<file path="src/rtl/hamming_pkg.sv">
// hamming_pkg: shared Hamming(7,4) codeword layout, types and receiver states.
package hamming_pkg;
    localparam int POS_C0 = 1;
    localparam int POS_C1 = 2;
    localparam int POS_I0 = 3;
    localparam int POS_C2 = 4;
    localparam int POS_I1 = 5;
    localparam int POS_I2 = 6;
    localparam int POS_I3 = 7;
    localparam int SYN_W  = 3;
    typedef logic [6:0] codeword_t;
    typedef logic [3:0] data_t;
    typedef enum logic [1:0] {IDLE, SHIFT, DECODE, HOLD} rx_state_t;
endpackage

</file>
<file path="src/rtl/hamming74_correct.sv">
// hamming74_correct: combinational syndrome and single-bit correction of a 7-bit codeword.
module hamming74_correct
    import hamming_pkg::*;
(
    input  codeword_t        i_cw,
    output data_t            o_data,
    output logic [SYN_W-1:0] o_syn
);
    codeword_t w_fix;
    assign o_syn[0] = i_cw[POS_C0-1] ^ i_cw[POS_I0-1] ^ i_cw[POS_I1-1] ^ i_cw[POS_I3-1];
    assign o_syn[1] = i_cw[POS_C1-1] ^ i_cw[POS_I0-1] ^ i_cw[POS_I2-1] ^ i_cw[POS_I3-1];
    assign o_syn[2] = i_cw[POS_C2-1] ^ i_cw[POS_I1-1] ^ i_cw[POS_I2-1] ^ i_cw[POS_I3-1];
    // syndrome value is the 1-based position of the flipped bit
    assign w_fix  = i_cw ^ ((o_syn == '0) ? '0 : codeword_t'(1) << (o_syn - 3'd1));
    assign o_data = {w_fix[POS_I3-1], w_fix[POS_I2-1], w_fix[POS_I1-1], w_fix[POS_I0-1]};
endmodule

</file>
<file path="src/rtl/hamming_serial_rx.sv">
// hamming_serial_rx: deserializes 7-bit Hamming codewords, corrects single-bit errors,
// and hands the data nibble downstream over a valid/ready slot with an inter-bit timeout.
module hamming_serial_rx
    import hamming_pkg::*;
#(
    parameter int TIMEOUT_CYC = 1000,
    parameter int CNT_W       = 8,
    parameter bit MSB_FIRST   = 1'b1
) (
    input  logic             clk,
    input  logic             rst,
    input  logic             bit_in,
    input  logic             bit_valid,
    output logic             bit_ready,
    output logic [3:0]       data_out,
    output logic [2:0]       syndrome,
    output logic             err_corrected,
    output logic             out_valid,
    input  logic             out_ready,
    output logic [CNT_W-1:0] corr_count,
    output logic             timeout_err
);
    localparam int TW = $clog2(TIMEOUT_CYC);

    rx_state_t        r_state, w_next;
    logic [2:0]       r_cnt;
    codeword_t        r_sr, w_sr_next;
    logic [TW-1:0]    r_timer;
    logic             w_xfer, w_free, w_load, w_to;
    data_t            w_data;
    logic [SYN_W-1:0] w_syn;

    hamming74_correct u_corr (.i_cw(r_sr), .o_data(w_data), .o_syn(w_syn));

    assign bit_ready = (r_state == IDLE) || (r_state == SHIFT);
    assign w_xfer    = bit_valid & bit_ready;
    assign w_free    = !out_valid || out_ready;
    assign w_load    = ((r_state == DECODE) || (r_state == HOLD)) && w_free;
    assign w_to      = (r_state == SHIFT) && !w_xfer && (r_timer == TW'(TIMEOUT_CYC - 1));
    assign w_sr_next = MSB_FIRST ? {r_sr[5:0], bit_in} : {bit_in, r_sr[6:1]};

    always_ff @(posedge clk or posedge rst) begin
        if (rst) r_state <= IDLE;
        else     r_state <= w_next;
    end

    always_comb begin
        w_next = r_state;
        case (r_state)
            IDLE:   w_next = w_xfer ? SHIFT : IDLE;
            SHIFT:  w_next = (w_xfer && r_cnt == 3'd6) ? DECODE : (w_to ? IDLE : SHIFT);
            DECODE: w_next = w_free ? IDLE : HOLD;
            HOLD:   w_next = w_free ? IDLE : HOLD;
            default: w_next = IDLE;
        endcase
    end

    always_ff @(posedge clk or posedge rst) begin
        if (rst) begin
            r_cnt   <= '0;
            r_sr    <= '0;
            r_timer <= '0;
        end else begin
            if (w_xfer) begin
                r_sr  <= w_sr_next;
                r_cnt <= (r_cnt == 3'd6) ? 3'd0 : r_cnt + 3'd1;
            end else if (w_to) begin
                r_cnt <= '0;
            end
            r_timer <= (w_xfer || w_to || r_state != SHIFT) ? '0 : r_timer + 1'b1;
        end
    end

    // The shift register is frozen in DECODE/HOLD, so the corrector output stays valid there.
    always_ff @(posedge clk or posedge rst) begin
        if (rst) begin
            data_out      <= '0;
            syndrome      <= '0;
            err_corrected <= 1'b0;
            out_valid     <= 1'b0;
            corr_count    <= '0;
            timeout_err   <= 1'b0;
        end else begin
            timeout_err <= w_to;
            if (w_load) begin
                data_out      <= w_data;
                syndrome      <= w_syn;
                err_corrected <= (w_syn != '0);
                out_valid     <= 1'b1;
                if (w_syn != '0 && corr_count != '1) corr_count <= corr_count + 1'b1;
            end else if (out_ready) begin
                out_valid <= 1'b0;
            end
        end
    end
endmodule

</file>
<file path="config.mk">
export PLATFORM = sky130hd
export DESIGN_NAME = hamming_serial_rx
export DESIGN_NICKNAME = d
export VERILOG_FILES = /design/src/rtl/hamming_pkg.sv /design/src/rtl/hamming74_correct.sv /design/src/rtl/hamming_serial_rx.sv
export SDC_FILE = /design/constraint.sdc
export NUM_CORES = 1
export LEC_CHECK = 0
export ABC_AREA = 1
export BUFFER_PORTS_ARGS = -buffer_cell sky130_fd_sc_hd__buf_2
export CORE_MARGIN = 8
export CORE_UTILIZATION = 57
export CTS_CLUSTER_SIZE = 28
export DETAILED_ROUTE_END_ITERATION = 7
export PLACE_DENSITY = 0.78
export SLEW_MARGIN = 20
export SYNTH_ARGS = -nofsm -noshare
export SYNTH_HDL_FRONTEND = slang
export SYNTH_SLANG_ARGS = --single-unit
</file>
<file path="constraint.sdc">
create_clock -name clk -period 4.4 [get_ports clk]
set_clock_uncertainty 0.15 [all_clocks]
set_input_delay 0.22 -clock clk [delete_from_list [all_inputs] [get_ports clk]]
set_output_delay 0.22 -clock clk [all_outputs]
set_load 0.02 [all_outputs]
</file>
==> results.txt <==
status = completed
Setup CP Type = reg -> reg
final hold viol count = 0
H-tree levels = 2
first-pass GRT wire length = 7270 µm
Critical Path RT = 4440 ps
Max VDD drop = 0.343 mV
via/cell ratio = 5.11
fin crit share = 0.406
min-delay worst type = in -> reg
data arrival time of the critical path = 1820 ps
Die Y = 76.6 µm
xor/xnor share of the synthesized area = 0.0544
maxcap violations = 0
mux cell area share after synthesis = 0
CTS tree = done
Post-Synth Adder-Cell Area = 0.0119
sequential area share after synthesis = 0.478
fill count = 292
Final setup viols = 0
ant diodes = 0
FF-to-FF setup slack = 2620 ps
RSZ-0062 raised after global routing = false
largest family of logic cells by synthesized area = simple AND/OR/NAND/NOR gates
initial antenna violation count = 0
share of post-route cells with drive strength above 1 = 0.172
pre-CTS setup slack = 2620 ps
# Post-CTS Setup Buffers = 0
Peak Freq = 560 MHz
max-slew violations = 0
FF-to-FF path depth = 6
Remaining DRCs = 0
Max clock buf depth = 2
Core ar. = 0.00361 mm²
Initial Utilization = 0.581
root buffer selected by CTS = clkbuf_8
initial drt markers = 122
WL final = 3980 µm
slew at the pin closest to its max-slew limit = 501 ps
Post-DRT Antenna Nets = 0
vias post-DR = 1732
final setup margin = 2620 ps
largest net degree at the start of global routing = 41
Unique masters post-synth = 29
clock slew at reported path FFs = 80 ps
DP HPWL = 2870 µm
per-cell routed wire length = 11.8 µm
post-layout util = 0.674
global placement routability congestion = 0.798
min Tclk post-route = 1780 ps
R2R Path End = corr_count[1]
most common cell after layout, fill and taps aside = nand2_1
die area = 0.00587 mm²
Yosys reg bits = 40
First-pass DRT Iterations = 4
vias in the first global route = 1695
DIE WIDTH = 76.6 µm
Async SR Flop Fraction = 1.00
Site Rows = 22
IO buf count = 23
Critical Path Start Type = flip-flop
hold endpoint = out_valid
synth warn = 0
Synth-to-Final Area Change = 16.0%
commonest cells after routing, fill and taps aside = nand2_1, dfrtp_1, buf_2, inv_1, nor2_1
Top FF cell, synth = dfrtp_1
Overflow after GRT = 0
Hold Crit Depth = 4
Pleak = 1.29 nW
worst-path fanout max = 14
Synth Cell Area = 0.00209 mm²
worst reg2reg startpoint = out_valid
hold_sp = out_ready
Skew-Pair Late Insertion Delay = 290 ps
syn_nets = 269
Post-synth EDFFs = 0
CTS sink count = 40
relative max-transition margin = 0.665
CTS Buf Count = 5
# IOs = 24
Synth Area in Compound Gates = 0.0585
Mapped Avg Cell Area = 7.99 µm²
fin nets = 297
area share of and/or/nand/nor cells after synthesis = 0.335
GRT Total Usage = 0.148
pwr dens = 560 mW/mm²
Critical Path Sink Type = flip-flop
Setup TNS = 0 ps
synthesized instance count = 262
[state kept, by name (all words and copies together), names as in the netlist]
signal and flops:
corr_count 8, data_out 4, err_corrected 1, out_valid 1, r_cnt 3, r_sr 7
r_state 2, r_timer 10, syndrome 3, timeout_err 1
[final cells by class]
cell class,instances,area (µm²),area share
clock buffers,5,68.8,0.0283
clock inverters,3,90.1,0.0371
inverters,28,105,0.0433
repair buffers,26,143,0.0587
multi-input cells,189,962,0.396
well taps,48,60.1,0.0247
flip-flops and latches,40,1000,0.412
[critical path, stage by stage (launching register included)]
cell and delay [ps]:
dfrtp_1 410, nand2_1 90, nand2_1 230, inv_1 450
nand3_4 200, nand2_1 100, nand2_1 50
[power breakdown]
part	leakage, nW	internal [W]	switching, W
registers	0.532	0.000445	0.0000694
logic	0.683	0.000144	0.000288
clock network	0.0784	0.000284	0.000130
[cells by family after synthesis]
group           after synthesis
compound gates               23
simple gates                151
fa+ha+maj                     2
xor+xnor                     13
buf+inv                      33
flops                        40
[how the worst max path moves through the flow]
stage	start	endpoint	slack (ps)	cells after the start
6_report	out_valid	corr_count[1]	2620	6
5_1_grt	out_valid	corr_count[5]	2430	6
4_1_cts	out_valid	corr_count[1]	2600	6
3_5_place_dp	out_valid	corr_count[1]	2620	6
3_3_place_gp	out_valid	corr_count[1]	2640	6
2_1_floorplan	r_timer[0]	r_timer[8]	2900	6
[routing by layer]
metal	wire [µm]	track usage	part of all wire	vias to the layer above
met5	0	0	0	-
met4	63	0.0635	0.016	0
met3	169	0.0448	0.042	5
met2	1910	0.239	0.48	29
met1	1840	0.178	0.46	803
li1	-	-	-	895
[timing repair]
action / in CTS / in global routing
hold endpoints to repair: 41 / 0
hold buffers: 2 / 0
gates resized for setup: 0 / 0
setup endpoints to repair: 0 / 0
[cell usage after synthesis (4+ instances only)]
| master | count | share of area |
|---|---|---|
| dfrtp_1 | 40 | 0.48 |
| inv_2 | 6 | 0.011 |
| o21ai_0 | 14 | 0.033 |
| a21oi_1 | 5 | 0.012 |
| nand2_2 | 4 | 0.012 |
| xnor2_1 | 6 | 0.025 |
| nor2_1 | 20 | 0.036 |
| nand2_1 | 89 | 0.16 |
| nand4_1 | 13 | 0.039 |
| xor2_1 | 7 | 0.029 |
| nand3_1 | 11 | 0.026 |
| inv_1 | 21 | 0.038 |
[per-stage QoR]
stage	instance area (µm²)	total power [W]	hold WS [ps]	std cells
floorplan	2090	0.000852	191	262
global placement	2250	0.000940	213	329
detailed placement	2250	0.000953	215	329
CTS	2430	0.00137	45.5	339
global route	2430	0.00144	69.5	339
finish	2430	0.00136	45.4	339
No activity file was read; power rests on OpenSTA's default activity.
